## src/rtl/inv_shift_rows_serial_if.sv

```systemverilog
// Column-serial handshake bundle for the AES InvShiftRows stage.
// The master side feeds columns and accepts results; the slave side is the stage itself.
interface inv_shift_rows_serial_if #(
  parameter int DATA_WIDTH = 8
);
  logic                       in_valid;
  logic                       in_ready;
  logic [0:3][DATA_WIDTH-1:0] in_col;
  logic                       out_valid;
  logic                       out_ready;
  logic [0:3][DATA_WIDTH-1:0] out_col;
  logic                       out_last;
  logic                       busy;

  modport master (
    output in_valid, in_col, out_ready,
    input  in_ready, out_valid, out_col, out_last, busy
  );

  modport slave (
    input  in_valid, in_col, out_ready,
    output in_ready, out_valid, out_col, out_last, busy
  );
endinterface

```

## src/rtl/inv_shift_rows_serial.sv

```systemverilog
// AES InvShiftRows, column-serial: buffers four input columns, then emits the
// inverse-shifted block one column per beat (out[r][c] = in[r][(c - r) mod 4]).
module inv_shift_rows_serial #(
  parameter int DATA_WIDTH = 8
) (
  input logic                   clk,
  input logic                   rst_n,
  inv_shift_rows_serial_if.slave bus
);

  typedef enum logic [0:0] {
    FILL  = 1'b0,
    DRAIN = 1'b1
  } state_t;

  state_t                     state_reg;
  logic [1:0]                 in_cnt_reg;
  logic [1:0]                 out_cnt_reg;
  logic                       in_ready_reg;
  logic                       out_valid_reg;
  logic                       out_last_reg;
  logic                       in_fire;
  logic                       out_fire;
  logic [0:3][DATA_WIDTH-1:0] out_col_w;

  assign in_fire  = in_ready_reg & bus.in_valid;
  assign out_fire = out_valid_reg & bus.out_ready;

  // One buffer row per state row; the inverse rotation is just a per-row read offset.
  genvar gi;
  generate
    for (gi = 0; gi < 4; gi++) begin : g_row
      logic [DATA_WIDTH-1:0] row_reg [0:3];

      always_ff @(posedge clk or negedge rst_n) begin
        if (!rst_n) begin
          for (int i = 0; i < 4; i++) begin
            row_reg[i] <= '0;
          end
        end else if (in_fire) begin
          row_reg[in_cnt_reg] <= bus.in_col[gi];
        end
      end

      assign out_col_w[gi] = row_reg[out_cnt_reg - 2'(gi)];
    end
  endgenerate

  always_ff @(posedge clk or negedge rst_n) begin
    if (!rst_n) begin
      state_reg     <= FILL;
      in_cnt_reg    <= 2'd0;
      out_cnt_reg   <= 2'd0;
      in_ready_reg  <= 1'b1;
      out_valid_reg <= 1'b0;
      out_last_reg  <= 1'b0;
    end else begin
      case (state_reg)
        FILL: begin
          if (in_fire) begin
            in_cnt_reg <= in_cnt_reg + 2'd1;
            if (in_cnt_reg == 2'd3) begin
              state_reg     <= DRAIN;
              in_cnt_reg    <= 2'd0;
              in_ready_reg  <= 1'b0;
              out_valid_reg <= 1'b1;
              out_last_reg  <= 1'b0;
            end
          end
        end
        DRAIN: begin
          if (out_fire) begin
            out_cnt_reg  <= out_cnt_reg + 2'd1;
            out_last_reg <= (out_cnt_reg == 2'd2);
            if (out_cnt_reg == 2'd3) begin
              state_reg     <= FILL;
              out_cnt_reg   <= 2'd0;
              in_ready_reg  <= 1'b1;
              out_valid_reg <= 1'b0;
              out_last_reg  <= 1'b0;
            end
          end
        end
        default: begin
          state_reg <= FILL;
        end
      endcase
    end
  end

  // Gate the read path so the output stays zero while the buffer is filling.
  assign bus.out_col   = out_valid_reg ? out_col_w : '0;
  assign bus.in_ready  = in_ready_reg;
  assign bus.out_valid = out_valid_reg;
  assign bus.out_last  = out_last_reg;
  assign bus.busy      = (state_reg != FILL) || (in_cnt_reg != 2'd0);

endmodule

```

## src/flat_wrapper.sv

```systemverilog
// flat-port wrapper written by rule: the top's interface ports become plain ports
module inv_shift_rows_serial_flat 
#(
  parameter int DATA_WIDTH = 8
)
  (clk, rst_n, bus_in_valid, bus_in_col, bus_out_ready, bus_in_ready, bus_out_valid, bus_out_col, bus_out_last, bus_busy);
  inv_shift_rows_serial_if #(.DATA_WIDTH(DATA_WIDTH)) bus_i ();
  input logic clk;
  input logic rst_n;
  input wire logic [$bits(bus_i.in_valid)-1:0] bus_in_valid;
  input wire logic [$bits(bus_i.in_col)-1:0] bus_in_col;
  input wire logic [$bits(bus_i.out_ready)-1:0] bus_out_ready;
  output wire logic [$bits(bus_i.in_ready)-1:0] bus_in_ready;
  output wire logic [$bits(bus_i.out_valid)-1:0] bus_out_valid;
  output wire logic [$bits(bus_i.out_col)-1:0] bus_out_col;
  output wire logic [$bits(bus_i.out_last)-1:0] bus_out_last;
  output wire logic [$bits(bus_i.busy)-1:0] bus_busy;
  assign bus_i.in_valid = bus_in_valid;
  assign bus_i.in_col = bus_in_col;
  assign bus_i.out_ready = bus_out_ready;
  assign bus_in_ready = bus_i.in_ready;
  assign bus_out_valid = bus_i.out_valid;
  assign bus_out_col = bus_i.out_col;
  assign bus_out_last = bus_i.out_last;
  assign bus_busy = bus_i.busy;
  inv_shift_rows_serial #(.DATA_WIDTH(DATA_WIDTH)) u_core (.clk(clk), .rst_n(rst_n), .bus(bus_i));
endmodule
```

## config.mk

```make
export PLATFORM = sky130hd
export DESIGN_NAME = inv_shift_rows_serial_flat
export DESIGN_NICKNAME = d
export VERILOG_FILES = /design/src/rtl/inv_shift_rows_serial_if.sv /design/src/rtl/inv_shift_rows_serial.sv /design/src/flat_wrapper.sv
export SDC_FILE = /design/constraint.sdc
export NUM_CORES = 1
export LEC_CHECK = 0
export CAP_MARGIN = 20
export CORE_ASPECT_RATIO = 1.75
export CORE_MARGIN = 2
export CORE_UTILIZATION = 30
export CTS_CLUSTER_DIAMETER = 30
export DETAILED_ROUTE_END_ITERATION = 7
export PLACE_DENSITY = 0.55
export SYNTH_ARGS = -nofsm -noshare
export SYNTH_HDL_FRONTEND = slang
export SYNTH_SLANG_ARGS = --single-unit
```

## constraint.sdc

```tcl
create_clock -name clk -period 5.5 [get_ports clk]
set_clock_uncertainty 0.1 [all_clocks]
set_input_delay 1.1 -clock clk [delete_from_list [all_inputs] [get_ports clk]]
set_output_delay 1.1 -clock clk [all_outputs]
set_load 0.05 [all_outputs]
```

==> results.json, run 1 <==
{
  "cts_buffers": 17,
  "core_area_mm2": 0.0198,
  "cts_htree_levels": 4,
  "synth-seq-cells": 136,
  "ys_warn_count": 0,
  "cap_viol_max_count": 0,
  "synthesis.area_mm2": 0.00608,
  "synth_most_common_cell": "dfrtp_1",
  "clk_pin_slew_ns": 0.06,
  "worstHoldStart": "u_core.g_row[2].row_reg[7]",
  "synth_cells": 428,
  "dieHeight_um": 192,
  "wl_met3_um": 388,
  "powerDensity_mw_per_mm2": 291,
  "postPlaceCellArea_mm2": 0.00704,
  "n_antenna_cell": 0,
  "detail-route-antenna-nets": 0,
  "ys_types": 22,
  "gp_congestion": 0.725,
  "drive_gt1_share_pct": 34.3,
  "synthTopCellsByCount": "dfrtp_1, mux2_2, mux2i_1",
  "setup_tns_ns": 0,
  "grt_antenna_before_repair": 0,
  "nNetsFinal": 539,
  "synth_area_leader_cell": "dfrtp_1",
  "pre_cts_ws_ns": 1.58,
  "rsz0062_at_grt": "false",
  "grt_first_pass_wirelength_um": 22800,
  "cp-start-kind": "flop",
  "utilization_pct": 38.6,
  "syn2layout_area_growth_pct": 25.7,
  "syn_nets": 470,
  "synth_area_per_cell_um2": 14.2,
  "ff2ff_path_depth": 5,
  "pin_count": 72,
  "port_buffers": 71,
  "setup_violations": 0,
  "cts.sinks": 136,
  "synth_top_area_share_pct": 55.5,
  "avgRoutedWirePerCell_um": 18.7,
  "cts_tree": "done",
  "worst_pin_slew_ns": 0.887,
  "cp-end-kind": "output port",
  "synth_area_leaders": "dfrtp_1, mux2_2, mux2i_1",
  "max_freq_mhz": 231,
  "clock_latency_ns": 0.41,
  "clock-root-buffer": "clkbuf_16",
  "slew_headroom_pct": 40.8,
  "route.detailed.drc": 0,
  "cts_resized": 0,
  "status": "finished clean",
  "post_cts_buffers": 0,
  "synth-seq-area-share_pct": 56.0,
  "path_buf_inv": 2,
  "crit_fanout": 36,
  "viasPerCell": 4.98,
  "wl_um": 14100,
  "ir_drop_mv": 0.156,
  "dr.pass1.iters": 4,
  "ctsHoldBuffers": 0,
  "hold_path.class": "reg2reg",
  "worstPathArrival_ns": 3.13,
  "cp_slowest_stage_delay_ns": 0.85,
  "dpl.hpwl_um": 9320,
  "grt.overflow.total": 0,
  "die_w_um": 112,
  "cp.depth": 4,
  "crit_family": "buffers and inverters",
  "r2r_start": "u_core.in_cnt_reg[0]",
  "vias": 3757,
  "ys.flop_type": "dfrtp_1",
  "synth_edf_count": 0,
  "min_period_ns": 4.33,
  "highest_layer": "met4",
  "rr_endpoint": "u_core.g_row[1].row_reg[28]",
  "endpoint": "bus_out_col[11]",
  "largest_reg_flops": 128,
  "slew_viol_final": 0,
  "row_count": 68,
  "wl_met2_um": 7950,
  "finalHoldViolations": 0,
  "wl_met1_um": 5520,
  "grt_max_degree": 98,
  "cts_buffer_depth": 2,
  "period_share_pct": 78.7,
  "path_cells": "buf_4, nand2_1, o22ai_1, clkdlybuf4s50_1",
  "required_ns": 4.30,
  "r2r_slack_ns": 3.37,
  "crit_type": "reg2out",
  "power_leakage_nw": 3.42,
  "layout_setup_ws_ns": 1.17,
  "final_area_mm2": 0.00765,
  "grt_pass1_vias": 4224,
  "grtUsageTotal_pct": 13.9,
  "critical_path.startpoint": "u_core.out_cnt_reg[0]",
  "die-area_mm2": 0.0215,
  "initialDrtViolationCount": 167,
  "start_util_pct": 30.7,
  "slowest_stage": "clkdlybuf4s50_1",
  "ys_async_sr_fraction_pct": 100
}
## worst min-delay path by stage
stage                                        endpoint  depth (start not counted)  slack, ns
after floorplan            u_core.g_row[3].row_reg[6]                          1       0.38
after global placement    u_core.g_row[3].row_reg[23]                          1       0.39
after detailed placement  u_core.g_row[3].row_reg[19]                          1       0.39
after CTS                 u_core.g_row[1].row_reg[23]                          1       0.41
after global routing       u_core.g_row[2].row_reg[3]                          1       0.41
final                      u_core.g_row[2].row_reg[7]                          1       0.40
## layer usage
layer	GRT usage, %	vias up
met1	15.2	1963
met5	0	-
met2	25.9	64
met3	3.02	17
li1	-	1713
met4	5.89	0
## worst reg2reg max path: cells and delay by family (launching register included)
kind	cells	cell delay, ns
buf+inv	2	0.53
flops	1	0.41
mux	1	0.33
fa+ha+maj	1	0.23
simple gates	1	0.42
## cells in the final DEF (no fill, tap or decap), types with 3 or more instances in the layout
master / instances
mux2_2: 129
o22ai_1: 32
inv_6: 3
nand3_1: 3
nor2_1: 3
nand3_2: 4
bufinv_16: 3
buf_4: 7
inv_1: 3
dfrtp_1: 133
nand2_1: 7
clkdlybuf4s50_1: 70
clkinvlp_4: 3
ha_1: 6
clkinv_4: 3
mux2i_1: 64
clkbuf_16: 17
## area by class of cell
class	count	area (um2)
sequential	136	3410
multi-input combinational	261	2550
tap	245	307
clock buffer	19	443
clock inverter	13	170
timing repair buffer	78	764
inverter	3	11.3
fill	1879	12200
## logic make-up (layout without fill, tap and decap cells)
kind of cell / after synthesis / after routing / synth area share (%)
flip-flops: 136 / 136 / 56.0
buffers and inverters: 31 / 113 / 2.41
AO/OA/AOI/OAI: 40 / 40 / 4.22
AND/OR/NAND/NOR: 22 / 22 / 1.79
multiplexers: 193 / 193 / 34.4
adder cells (fa/ha/maj): 6 / 6 / 1.23
## power breakdown
part / internal, W / switching [W]
combinational: 0.0000234 / 0.0000334
sequential: 0.00100 / 0
clock: 0.000730 / 0.000439
## per-stage QoR
step / power, W / cells / hold WS, ns
final: 0.00223 / 755 / 0.402
after global routing: 0.00231 / 755 / 0.414
after CTS: 0.00226 / 755 / 0.405
after detailed placement: 0.00108 / 723 / 0.391
after global placement: 0.00108 / 723 / 0.386
after floorplan: 0.00102 / 428 / 0.379
Power figures use the tool's default switching activity.
==> run 2: changes to the inputs <==
PLACE_DENSITY = 0.57   (was 0.55)
clock period = 3.82 ns   (was 5.5 ns; I/O delays follow)
==> run 2 against run 1 <==
Non-clock buffer count is 3 higher. Cell area is 0.41% lower. Sequential share of layout area is 0.18 points higher. Cell count is 0.13% higher. Die area stayed put.
==> results.json, run 2 (synthesis gave the netlist of run 1 again) <==
{
  "crit_type": "reg2out",
  "cts_buffer_depth": 2,
  "dpl.hpwl_um": 9160,
  "n_antenna_cell": 0,
  "cts_tree": "done",
  "setup_tns_ns": 0,
  "grt.overflow.total": 0,
  "min_period_ns": 3.58,
  "grt_antenna_before_repair": 0,
  "vias": 3771,
  "grt_first_pass_wirelength_um": 22200,
  "postPlaceCellArea_mm2": 0.00701,
  "fill_cells": 1887,
  "clock-root-buffer": "clkbuf_16",
  "gp_congestion": 0.763,
  "crit_fanout": 16,
  "nNetsFinal": 542,
  "r2r_start": "u_core.in_cnt_reg[0]",
  "pin_count": 72,
  "max_freq_mhz": 279,
  "mostFrequentLayoutCells": "dfrtp_1, mux2_2, mux2i_1",
  "cts_htree_levels": 4,
  "finalHoldViolations": 0,
  "slew_viol_final": 0,
  "cts_buffers": 17,
  "rsz0062_at_grt": "false",
  "clk_pin_slew_ns": 0.06,
  "viasPerCell": 4.99,
  "post_cts_buffers": 0,
  "detail-route-antenna-nets": 0,
  "avgRoutedWirePerCell_um": 18.6,
  "cts.sinks": 136,
  "required_ns": 2.96,
  "initialDrtViolationCount": 118,
  "ctsHoldBuffers": 0,
  "wl_um": 14100,
  "period_share_pct": 93.7,
  "cp-end-kind": "output port",
  "cap_viol_max_count": 0,
  "dr.pass1.iters": 4,
  "grt_pass1_vias": 4096,
  "grt_max_degree": 124,
  "slew_headroom_pct": 45.9,
  "drive_gt1_share_pct": 37.8,
  "port_buffers": 71,
  "r2r_slack_ns": 1.81,
  "die_w_um": 112,
  "final_area_mm2": 0.00762,
  "powerDensity_mw_per_mm2": 411,
  "row_count": 68,
  "worstPathArrival_ns": 2.72,
  "syn2layout_area_growth_pct": 25.2,
  "dieHeight_um": 192,
  "hold_path.class": "in2async",
  "final_common_cell": "dfrtp_1",
  "die-area_mm2": 0.0215,
  "power_leakage_nw": 3.46,
  "cp-start-kind": "flop",
  "status": "finished clean",
  "start_util_pct": 30.7,
  "largest_reg_flops": 128,
  "ir_drop_mv": 0.227,
  "clock_latency_ns": 0.41,
  "worst_pin_slew_ns": 0.812,
  "rr_endpoint": "u_core.g_row[2].row_reg[14]",
  "route.detailed.drc": 0,
  "grtUsageTotal_pct": 13.5,
  "core_area_mm2": 0.0198,
  "ff2ff_path_depth": 5,
  "cts_resized": 0,
  "setup_violations": 0
}
run 2: changes by cell type in the layout (fill, tap and decap cells not counted):
| cell | change |
|---|---|
| buf_4 | +18 |
| clkdlybuf4s50_1 | -16 |
| inv_6 | -3 |
| buf_16 | +1 |
| bufinv_16 | -1 |
| clkbuf_1 | -1 |
| clkbuf_8 | +1 |
| clkinv_2 | +1 |
| clkinvlp_4 | +1 |
run 2: worst max path at each step:
stage	from	depth (start not counted)	endpoint
after detailed placement	u_core.bus.out_valid	3	bus_out_col[8]
after global routing	u_core.bus.out_valid	3	bus_out_col[30]
after CTS	u_core.bus.out_valid	3	bus_out_col[30]
after global placement	u_core.out_cnt_reg[0]	4	bus_out_col[30]
final	u_core.bus.out_valid	3	bus_out_col[30]
after floorplan	u_core.out_cnt_reg[0]	7	bus_out_col[16]
run 2: critical path: stages, from the launching register on:
cell	delay, ns
dfrtp_1	0.53
nand2_1	0.49
o22ai_1	0.42
clkdlybuf4s50_1	0.87
run 2: final cells by class:
type                    instances  area (um2)  area share (%)
flip-flops and latches        136        3410            44.7
multi-input cells             261        2550            33.4
repair buffers                 81         767            10.1
clock buffers                  19         453            5.94
well taps                     245         307            4.02
clock inverters                11         126            1.66
inverters                       3        11.3           0.148
run 2: report_power, final:
group          internal (W)  switching [W]
logic             0.0000374      0.0000488
clock network      0.000987       0.000614
registers           0.00144              0
total               0.00247       0.000663
run 2: routing by layer:
layer,share of wire [%],GRT usage (%)
met5,0,0
met4,2.3,5.79
met3,2.4,2.76
met2,55,25.0
met1,40,14.9
run 2: through the flow:
step	power [W]	hold slack, ns	std cells	utilization (%)	setup slack [ns]
after floorplan	0.00147	0.368	428	-	0.822
after global placement	0.00155	0.386	725	35.4	0.694
after detailed placement	0.00155	0.393	725	35.4	0.675
after CTS	0.00318	0.405	755	38.3	0.223
after global routing	0.00324	0.244	756	38.4	0.0722
final	0.00313	0.199	756	38.4	0.240
